==> config.mk <==
export PLATFORM = sky130hd
export DESIGN_NAME = red_pitaya_na_sweep_master
export DESIGN_NICKNAME = d
export VERILOG_FILES = /design/src/rtl/red_pitaya_na_sweep_master.sv
export SDC_FILE = /design/constraint.sdc
export NUM_CORES = 1
export LEC_CHECK = 0
export BUFFER_PORTS_ARGS = -buffer_cell sky130_fd_sc_hd__buf_4
export CORE_MARGIN = 3
export CORE_UTILIZATION = 39
export CTS_CLUSTER_SIZE = 30
export DETAILED_ROUTE_END_ITERATION = 16
export SYNTH_ARGS = -nofsm -noshare
export SYNTH_HDL_FRONTEND = slang
export SYNTH_SLANG_ARGS = --single-unit
==> constraint.sdc <==
create_clock -name clk_i -period 3.4 [get_ports clk_i]
set_input_delay 0.51 -clock clk_i [delete_from_list [all_inputs] [get_ports clk_i]]
set_output_delay 0.51 -clock clk_i [all_outputs]
set_load 0.01 [all_outputs]
==> src/rtl/red_pitaya_na_sweep_master.sv <==
// Network-analyser sweep sequencer: programs each frequency point over the register bus,
// polls the averaging engine until idle, then streams its four result words out.
module red_pitaya_na_sweep_master #(
    parameter int unsigned TIMEOUT  = 255,
    parameter int unsigned POLL_GAP = 15
) (
    input  logic        clk_i,
    input  logic        rstn_i,
    input  logic        start_i,
    input  logic        abort_i,
    input  logic [31:0] f_start_i,
    input  logic [31:0] f_step_i,
    input  logic [15:0] n_points_i,
    output logic [15:0] addr_o,
    output logic        wen_o,
    output logic        ren_o,
    output logic [31:0] wdata_o,
    input  logic        ack_i,
    input  logic [31:0] rdata_i,
    output logic        res_valid_o,
    output logic [31:0] res_data_o,
    output logic [15:0] res_idx_o,
    output logic [1:0]  res_word_o,
    input  logic        res_ready_i,
    output logic        busy_o,
    output logic        done_o,
    output logic        err_o
);

    localparam int unsigned CntMax = (TIMEOUT > POLL_GAP) ? TIMEOUT : POLL_GAP;
    localparam int unsigned CntW   = $clog2(CntMax + 1);

    typedef enum logic [3:0] {
        StIdle, StWrFreq, StWaitWr, StPollGap, StPoll,
        StWaitPoll, StRdWord, StWaitRd, StEmit, StDone
    } state_e;

    state_e          state_q;
    logic [31:0]     f_q;
    logic [31:0]     step_q;
    logic [15:0]     n_q;
    logic [15:0]     p_q;
    logic [1:0]      w_q;
    logic [CntW-1:0] cnt_q;
    logic            abort_q;

    logic in_wait;
    logic aborting;
    logic timed_out;

    assign busy_o    = (state_q != StIdle) && (state_q != StDone);
    assign done_o    = (state_q == StDone);
    assign in_wait   = (state_q == StWaitWr) || (state_q == StWaitPoll) || (state_q == StWaitRd);
    assign aborting  = abort_q || abort_i;
    // cnt_q counts cycles since the strobe, so the error lands exactly TIMEOUT cycles after it
    assign timed_out = in_wait && !ack_i && (cnt_q == CntW'(TIMEOUT - 1));

    always_ff @(posedge clk_i or negedge rstn_i) begin
        if (!rstn_i) begin
            state_q     <= StIdle;
            f_q         <= '0;
            step_q      <= '0;
            n_q         <= '0;
            p_q         <= '0;
            w_q         <= '0;
            cnt_q       <= '0;
            abort_q     <= 1'b0;
            addr_o      <= '0;
            wen_o       <= 1'b0;
            ren_o       <= 1'b0;
            wdata_o     <= '0;
            res_valid_o <= 1'b0;
            res_data_o  <= '0;
            res_idx_o   <= '0;
            res_word_o  <= '0;
            err_o       <= 1'b0;
        end else begin
            wen_o <= 1'b0;
            ren_o <= 1'b0;
            if (busy_o && abort_i && !in_wait) begin
                // nothing outstanding: drop straight back to idle
                state_q     <= StIdle;
                res_valid_o <= 1'b0;
            end else begin
                case (state_q)
                    StIdle, StDone: begin
                        if (start_i) begin
                            f_q     <= f_start_i;
                            step_q  <= f_step_i;
                            n_q     <= n_points_i;
                            p_q     <= '0;
                            w_q     <= '0;
                            abort_q <= 1'b0;
                            err_o   <= 1'b0;
                            state_q <= (n_points_i == 16'd0) ? StDone : StWrFreq;
                        end
                    end
                    StWrFreq: begin
                        wen_o   <= 1'b1;
                        addr_o  <= 16'h0108;
                        wdata_o <= f_q;
                        cnt_q   <= '0;
                        state_q <= StWaitWr;
                    end
                    StWaitWr, StWaitPoll, StWaitRd: begin
                        if (abort_i) abort_q <= 1'b1;
                        if (ack_i) begin
                            if (aborting) begin
                                state_q <= StIdle;
                            end else if (state_q == StWaitWr) begin
                                cnt_q   <= CntW'(1);
                                state_q <= StPollGap;
                            end else if (state_q == StWaitPoll) begin
                                if (rdata_i[31]) begin
                                    cnt_q   <= CntW'(1);
                                    state_q <= StPollGap;
                                end else begin
                                    w_q     <= '0;
                                    state_q <= StRdWord;
                                end
                            end else begin
                                res_data_o  <= rdata_i;
                                res_idx_o   <= p_q;
                                res_word_o  <= w_q;
                                res_valid_o <= 1'b1;
                                state_q     <= StEmit;
                            end
                        end else if (timed_out) begin
                            err_o   <= 1'b1;
                            state_q <= StIdle;
                        end else begin
                            cnt_q <= cnt_q + CntW'(1);
                        end
                    end
                    StPollGap: begin
                        if (cnt_q >= CntW'(POLL_GAP)) state_q <= StPoll;
                        else                           cnt_q   <= cnt_q + CntW'(1);
                    end
                    StPoll: begin
                        ren_o   <= 1'b1;
                        addr_o  <= 16'h0140;
                        cnt_q   <= '0;
                        state_q <= StWaitPoll;
                    end
                    StRdWord: begin
                        ren_o   <= 1'b1;
                        addr_o  <= 16'h0140 + {12'd0, w_q, 2'b00};
                        cnt_q   <= '0;
                        state_q <= StWaitRd;
                    end
                    StEmit: begin
                        if (res_ready_i) begin
                            res_valid_o <= 1'b0;
                            if (w_q == 2'd3) begin
                                w_q     <= '0;
                                p_q     <= p_q + 16'd1;
                                f_q     <= f_q + step_q;
                                state_q <= (p_q + 16'd1 == n_q) ? StDone : StWrFreq;
                            end else begin
                                w_q     <= w_q + 2'd1;
                                state_q <= StRdWord;
                            end
                        end
                    end
                    default: state_q <= StIdle;
                endcase
            end
        end
    end

endmodule
* After elaboration in Yosys (flattened, before gate mapping) *
Cells that the tools add are included.

storage, ports and cells
  register bits after elaboration = 213
  input bits = 118
  logic and storage cells = 155

operators by class
  add/subtract/negate cells = 5
  order comparisons = 1
  eq/ne operators = 37
  multiplexer cells = 57
  bitwise gates (word level) = 4
  reduce and logical (&&, ||, !) cells = 34

operator list
  cell                                                              count
  32-bit two-way mux                                                3
  32-bit one-hot mux with 2 select lines                            1
  8-bit two-way mux                                                 7
  16-bit two-way mux                                                3
  4-bit two-way mux                                                 12
  16-bit one-hot mux with 3 select lines                            1
  32-bit adder                                                      1
  16-bit one-hot mux with 2 select lines                            1
  4-bit one-hot mux with 7 select lines                             1
  3-bit inequality test (second input constant)                     9
  2-bit inequality test (second input constant)                     12
  8-bit one-hot mux with 3 select lines                             1
  16-bit by 1-bit adder with 16-bit output (second input constant)  1
  16-bit == test                                                    1
  4-bit by 3-bit == test with 1-bit output (second input constant)  4
  16-bit zero test                                                  1
  2-bit two-way mux                                                 8
  4-bit inequality test (second input constant)                     4
  1-bit two-way mux                                                 14
  6-bit AND reduction                                               2
  3-bit nonzero test                                                4
  9-bit by 4-bit adder with 10-bit output (first input constant)    1
  5-bit AND reduction                                               2
  9-bit AND reduction                                               1
  24 further kinds                                                  43

* Logic depth before layout (Yosys ltp) *
Gate-level depths: netlist of run 1.

  word-level depth = 9
  depth in mapped cells = 12
  mapped depth without buffers = 12

* Least setup slack after synthesis of run 1 *
No wires, ideal clock.

  kind = register to register
  start point = register f_q[14]
  end point = register f_q[31]
  setup time = 79 ps
  arrival time = 2802 ps
  required time = 3321 ps
  slack = 518 ps
  cell stages (with the launch flop) = 12
  buffers on the path = 1
  clock period less this slack = 2882 ps
  path through = dfrtp_1 ha_1 clkbuf_1 nand2_1 or4_1 or4_1 nand3_2 o221ai_2 o221a_1 o21ai_2 xor2_1 mux2i_1

on the way
  word-level cells in the longest chain between the ends = 4

ends and longest elaborated chain
  element                                 RTL line  text
  start: declaration                      39        logic [31:0] f_q;
  start signal: assignment                88        f_q <= f_start_i;
  start signal: assignment                157       f_q <= f_q + step_q;
  32-bit adder                            157
  32-bit two-way mux                      154       if (w_q == 2'd3) begin
  32-bit two-way mux                      152       if (res_ready_i) begin
  32-bit one-hot mux with 2 select lines  85        case (state_q)

Every way passes these cells. The select of a mux whose other input is x is not followed.
A chain may end at the register's enable or synchronous reset.

* Worst setup path in the final report of run 1 *
  start point = register f_q[1]
  end point = register f_q[29]

The elaborated chain is that of the path after synthesis.

==> qor.yml, run 1 <==
status: "finished clean"
ys_ff_latch: 201
power_uw: 12300
crit_path_end_kind: "flip-flop"
critPathArrivalTime_ps: 3520
drtIter0Drc: 478
viasPerCell: 5.27
design.die.area_sq_um: 29200
synth-async-reset-ratio_pct: 100
grt.total_usage_pct: 18.7
start_util_pct: 40.2
finClkSkew_ps: 11.7
netlist_instances: 1017
antenna_found_initial: 0
synth.distinct_cells: 72
place.gp.congestion: 0.882
synth_top_cell_by_area: "dfrtp_1"
final_antenna_net_count: 0
wl_per_cell_um: 17.8
cp.required_ps: 3840
clock_latency_ps: 520
yosysMostFrequentCell: "dfrtp_1"
yosysWarnings: 0
drive_above_1_share_pct: 34.0
cts_sinks: 201
drv_cap: 0
hp-class: "in -> async"
yosysSeqAreaShare_pct: 47.4
first_pass_iters: 5
grt.busiest_layer: "met2"
synthTopCellsByCount: "dfrtp_1, mux2_2, nand2_1, nor2_1, a21oi_1"
root_buffer: "clkbuf_16"
tightestPinTransition_ps: 765
vias: 8272
maxSlewHeadroom_pct: 49.0
power_leakage_uw: 0.00627
startpoint_type: "flip-flop"
htreeDepth: 1
die_y_um: 171
finalCritPeriodShare_pct: 90.6
grtUsageMet2_pct: 30.7
met3_usage_pct: 2.82
grt_setup_unrepaired: "no"
clock.fmax_ghz: 0.324
drc_errors: 0
syn-mean-instance-area_sq_um: 10.4
insertedDiodeCount: 0
slew_viol_final: 0
fin_util_pct: 50.4
die_w_um: 171
io_pins: 222
hold_viol: 0
grt_use_met1_pct: 26.5
finalSetupTns_ps: 0
clk_path_buf_depth: 3
placed_cells: 1529
setup_viol: 0
core_area_sq_um: 26400
ys_top_cells_by_area: "dfrtp_1, mux2_2, ha_1"
cts_hold_buf: 0
worst-path-max-fanout: 3
row_count: 59
areaGrowthSynthToFinish_pct: 25.5
layout_min_cycle_time_ps: 3080
grt_max_degree: 90
pwr_density_cell_nw_per_um2: 919
grt_pass1_wl_um: 44500
grt_overflow: 0
critical_path_class: "reg -> reg"
synth_edf_count: 0
drt-total-wl_um: 28000
cts_tree: "yes"
numCtsBuffers: 24
layout.nets: 1374
clk_pin_slew_worst_paths_ps: 60
layout.cells.non_filler: 1569
first_global_vias: 8162
ir_drop_mv: 0.398
synth.top_cell.area_share_pct: 47.4
port_buffers: 209
yosys_most_used_dff: "dfrtp_1"
syn_area_sq_um: 10600
dp_hpwl_um: 20000
## per-layer routing
layer / vias up / part of all wire, % / wire, um
met5: - / 0 / 0
met3: 32 / 5.5 / 1550
met1: 4005 / 45 / 12600
met2: 219 / 48 / 13500
li1: 4016 / - / -
met4: 0 / 1.5 / 433
## final cells by class
cell class	instances	area, sq um
flip-flops and latches	201	5030
clock inverters	9	136
inverters	16	60.1
fillers	2436	13100
repair buffers	229	1740
clock buffers	31	667
multi-input cells	748	5280
well taps	335	419
## metrics by stage
| stage | hold slack (ps) | worst slack [ps] | instance area (sq um) |
|---|---|---|---|
| floorplan | 214 | 518 | 10700 |
| global placement | 454 | 276 | 12500 |
| detailed placement | 456 | 244 | 12500 |
| CTS | 82.6 | 226 | 13300 |
| global route | 100 | 90.7 | 13300 |
| finish | 61.0 | 318 | 13300 |
## cells in the final DEF (no fill, tap or decap), drive strengths merged, types with 19 or more instances in the layout
| cell | count |
|---|---|
| dfrtp | 201 |
| buf | 228 |
| nand2b | 21 |
| a21oi | 75 |
| clkbuf | 32 |
| xor2 | 25 |
| nor2 | 80 |
| xnor2 | 24 |
| ha | 35 |
| nand3 | 19 |
| o21ai | 67 |
| mux2 | 133 |
| nand2 | 97 |
## what timing repair did
item	in CTS	in global routing
endpoints found under the hold margin	0	0
gates resized for setup	0	1
buffers inserted	0	0
endpoints found under the setup margin	0	2
## flip-flops by register name, summed over array words and instances (netlist names)
register,cells
abort_q,1
addr_o,4
cnt_q,8
err_o,1
f_q,32
n_q,16
p_q,16
ren_o,1
res_data_o,32
res_idx_o,16
res_valid_o,1
res_word_o,2
state_q,4
step_q,32
w_q,2
wdata_o,32
wen_o,1
## kinds of logic after synthesis
kind of cell | Yosys count | synth area share [%]
adders and majority gates | 36 | 4.31
AOI/OAI and AO/OA | 224 | 13.0
muxes | 137 | 14.5
and+or+nand+nor | 290 | 13.1
buffers and inverters | 79 | 3.69
other | 1 | 0.0353
DFF | 201 | 47.4
xor gates and xnor gates | 49 | 4.04
## final timing paths
path | cells past startpoint | slack [ps] | start | end
max | 11 | 320 | f_q[1] | f_q[29]
min | 1 | 60 | rstn_i | res_data_o[13]
max reg2reg | 11 | 320 | f_q[1] | f_q[29]
min reg2reg | 1 | 470 | addr_o[8] | addr_o[8]
max in group asynchronous | 2 | 2410 | rstn_i | n_q[14]
min in group clk_i | 2 | 200 | res_ready_i | res_valid_o
## critical path, stage by stage, from the launching register on
cell       delay (ps)
dfrtp_1           390
ha_1              310
a211o_1           320
a2111oi_0         440
buf_4             210
o31ai_1           110
o21ai_0           360
a21oi_1           190
a221oi_1          320
xnor2_1           160
nand2_1            70
a21oi_1           110
## report_power, final
| part | switching, uW | internal [uW] | leakage (uW) |
|---|---|---|---|
| combinational | 3020 | 2770 | 0.00335 |
| sequential | 621 | 3230 | 0.00253 |
| clock | 1010 | 1600 | 0.000389 |
| total | 4650 | 7610 | 0.00627 |
Note: power is estimated with default switching activity, not from simulation.
==> run 2: changes to the inputs <==
- REMOVE_ABC_BUFFERS: default -> 1
==> run 2 against run 1 <==
  * Register-to-register slack lost 60 ps
  * Flip-flop and latch count is the same
  * Clock-buffer cell count grew 2
  * Sequential share of layout area grew 0.12 points
  * Global-route usage grew 0.13 points
  * Setup slack lost 56 ps
  * Critical path type unchanged
  * Largest power group unchanged
==> qor.yml, run 2 (synthesis gave the netlist of run 1 again) <==
status: "finished clean"
ir_drop_mv: 0.472
antenna_found_initial: 0
cp.required_ps: 3830
finClkSkew_ps: 13.2
numCtsBuffers: 23
rrSetupSlack_ps: 260
drtIter0Drc: 436
seq_power_share_pct: 31.7
core_area_sq_um: 26400
cts_tree: "yes"
areaGrowthSynthToFinish_pct: 25.1
final_antenna_net_count: 0
grt_overflow: 0
layout.nets: 1374
layout.cells.non_filler: 1572
design.die.area_sq_um: 29200
port_buffers: 209
pwr-share-clk_pct: 20.2
grt.busiest_layer: "met2"
mostFrequentLayoutCells: "buf_4, dfrtp_1, mux2_2, nand2_1, nor2_1"
row_count: 59
drt-total-wl_um: 28000
reg2regPathDepth: 11
wl_per_cell_um: 17.8
startpoint_type: "flip-flop"
mostFrequentLayoutCell: "buf_4"
io_pins: 222
grtUsageMet2_pct: 28.6
switchingPower_uw: 4600
hp-class: "in -> async"
met3_usage_pct: 3.67
clk_pin_slew_worst_paths_ps: 60
r2r_end: "f_q[29]"
worst-path-max-fanout: 3
r2r-start: "f_q[1]"
vias: 8225
p_int_uw: 7450
critPathArrivalTime_ps: 3560
p_comb_share_pct: 48.1
root_buffer: "clkbuf_16"
finalSetupTns_ps: 0
slew_viol_final: 0
clk_path_buf_depth: 3
sw_frac_of_total_pct: 38.2
tightestPinTransition_ps: 793
grt.total_usage_pct: 18.8
dp_slack_ps: 219
setup_viol: 0
finalCritPeriodShare_pct: 92.3
power_leakage_uw: 0.00626
grt_setup_unrepaired: "no"
dp_hpwl_um: 20100
first_global_vias: 8121
layout_min_cycle_time_ps: 3140
hold_slack_ps: 71.3
drive_above_1_share_pct: 34.1
grt_use_met1_pct: 27.8
critical_path_class: "reg -> reg"
clock_latency_ps: 510
crit_path_end_kind: "flip-flop"
die_w_um: 171
hold_viol: 0
viasPerCell: 5.23
cts_sinks: 201
die_y_um: 171
postCtsSetupRepairBufs: 0
drc_errors: 0
setup_slack_ps: 262
clock.fmax_ghz: 0.319
grt_max_degree: 96
pwr_density_cell_nw_per_um2: 907
insertedDiodeCount: 0
drv_cap: 0
htreeDepth: 1
first_pass_iters: 5
placed_cells: 1530
grt_pass1_wl_um: 44500
place.gp.congestion: 0.839
start_util_pct: 40.2
maxSlewHeadroom_pct: 47.1
==> run 2: changes by cell type in the layout (fill, tap and decap cells not counted), moves of 2 or more <==
cell        change
bufinv_16       -2
clkbuf_8        +2
clkinv_2        +4
clkinvlp_4      -2
==> run 2: power groups by stage <==
stage	Clock, uW	Combinational, uW	Sequential, uW
finish	2430	5800	3820
global route	2610	6480	3940
CTS	2520	5810	3830
detailed placement	0	5770	3860
global placement	0	5740	3830
floorplan	0	3900	3870
==> run 2: final cells by class <==
type	count	area, sq um
Timing Repair Buffer	230	1760
Fill cell	2431	13100
Tap cell	335	419
Inverter	16	60.1
Multi-Input combinational cell	748	5270
Sequential cell	201	5030
Clock buffer	33	673
Clock inverter	9	73.8
==> run 2: what timing repair did <==
action,CTS,global route
hold buffers,0,0
gates resized for setup,0,2
hold endpoints to repair,0,0
endpoints found under the setup margin,0,2
==> run 2: critical path, cell delays in order, from the launching register on <==
cell and delay [ps]:
dfrtp_1 390, ha_1 310, a211o_1 320, a2111oi_1 480, buf_4 210, o31ai_1 110
o21ai_0 310, a21oi_1 240, a221oi_1 330, xnor2_1 160, nand2_1 70, a21oi_1 130
==> run 2: how the worst max path moves through the flow <==
stage	from	endpoint	slack, ps	depth (start not counted)
3_5_place_dp	f_q[1]	f_q[29]	220	11
5_1_grt	f_q[1]	f_q[29]	30	11
4_1_cts	f_q[1]	f_q[29]	180	11
3_3_place_gp	f_q[0]	f_q[30]	340	13
6_report	f_q[1]	f_q[29]	260	11
2_1_floorplan	state_q[0]	wdata_o[0]	-1160	3
==> run 2: routing by layer <==
metal,up-vias,wire length [um]
met3,36,1550
li1,4012,-
met2,192,12500
met5,-,0
met4,0,577
met1,3985,13300
==> run 2: through the flow <==
stage	power [uW]	cell area [sq um]	util, %
floorplan	7770	10300	-
finish	12100	13300	50.3
global route	13000	13300	50.3
global placement	9570	12500	47.4
CTS	12200	13300	50.3
detailed placement	9630	12500	47.4
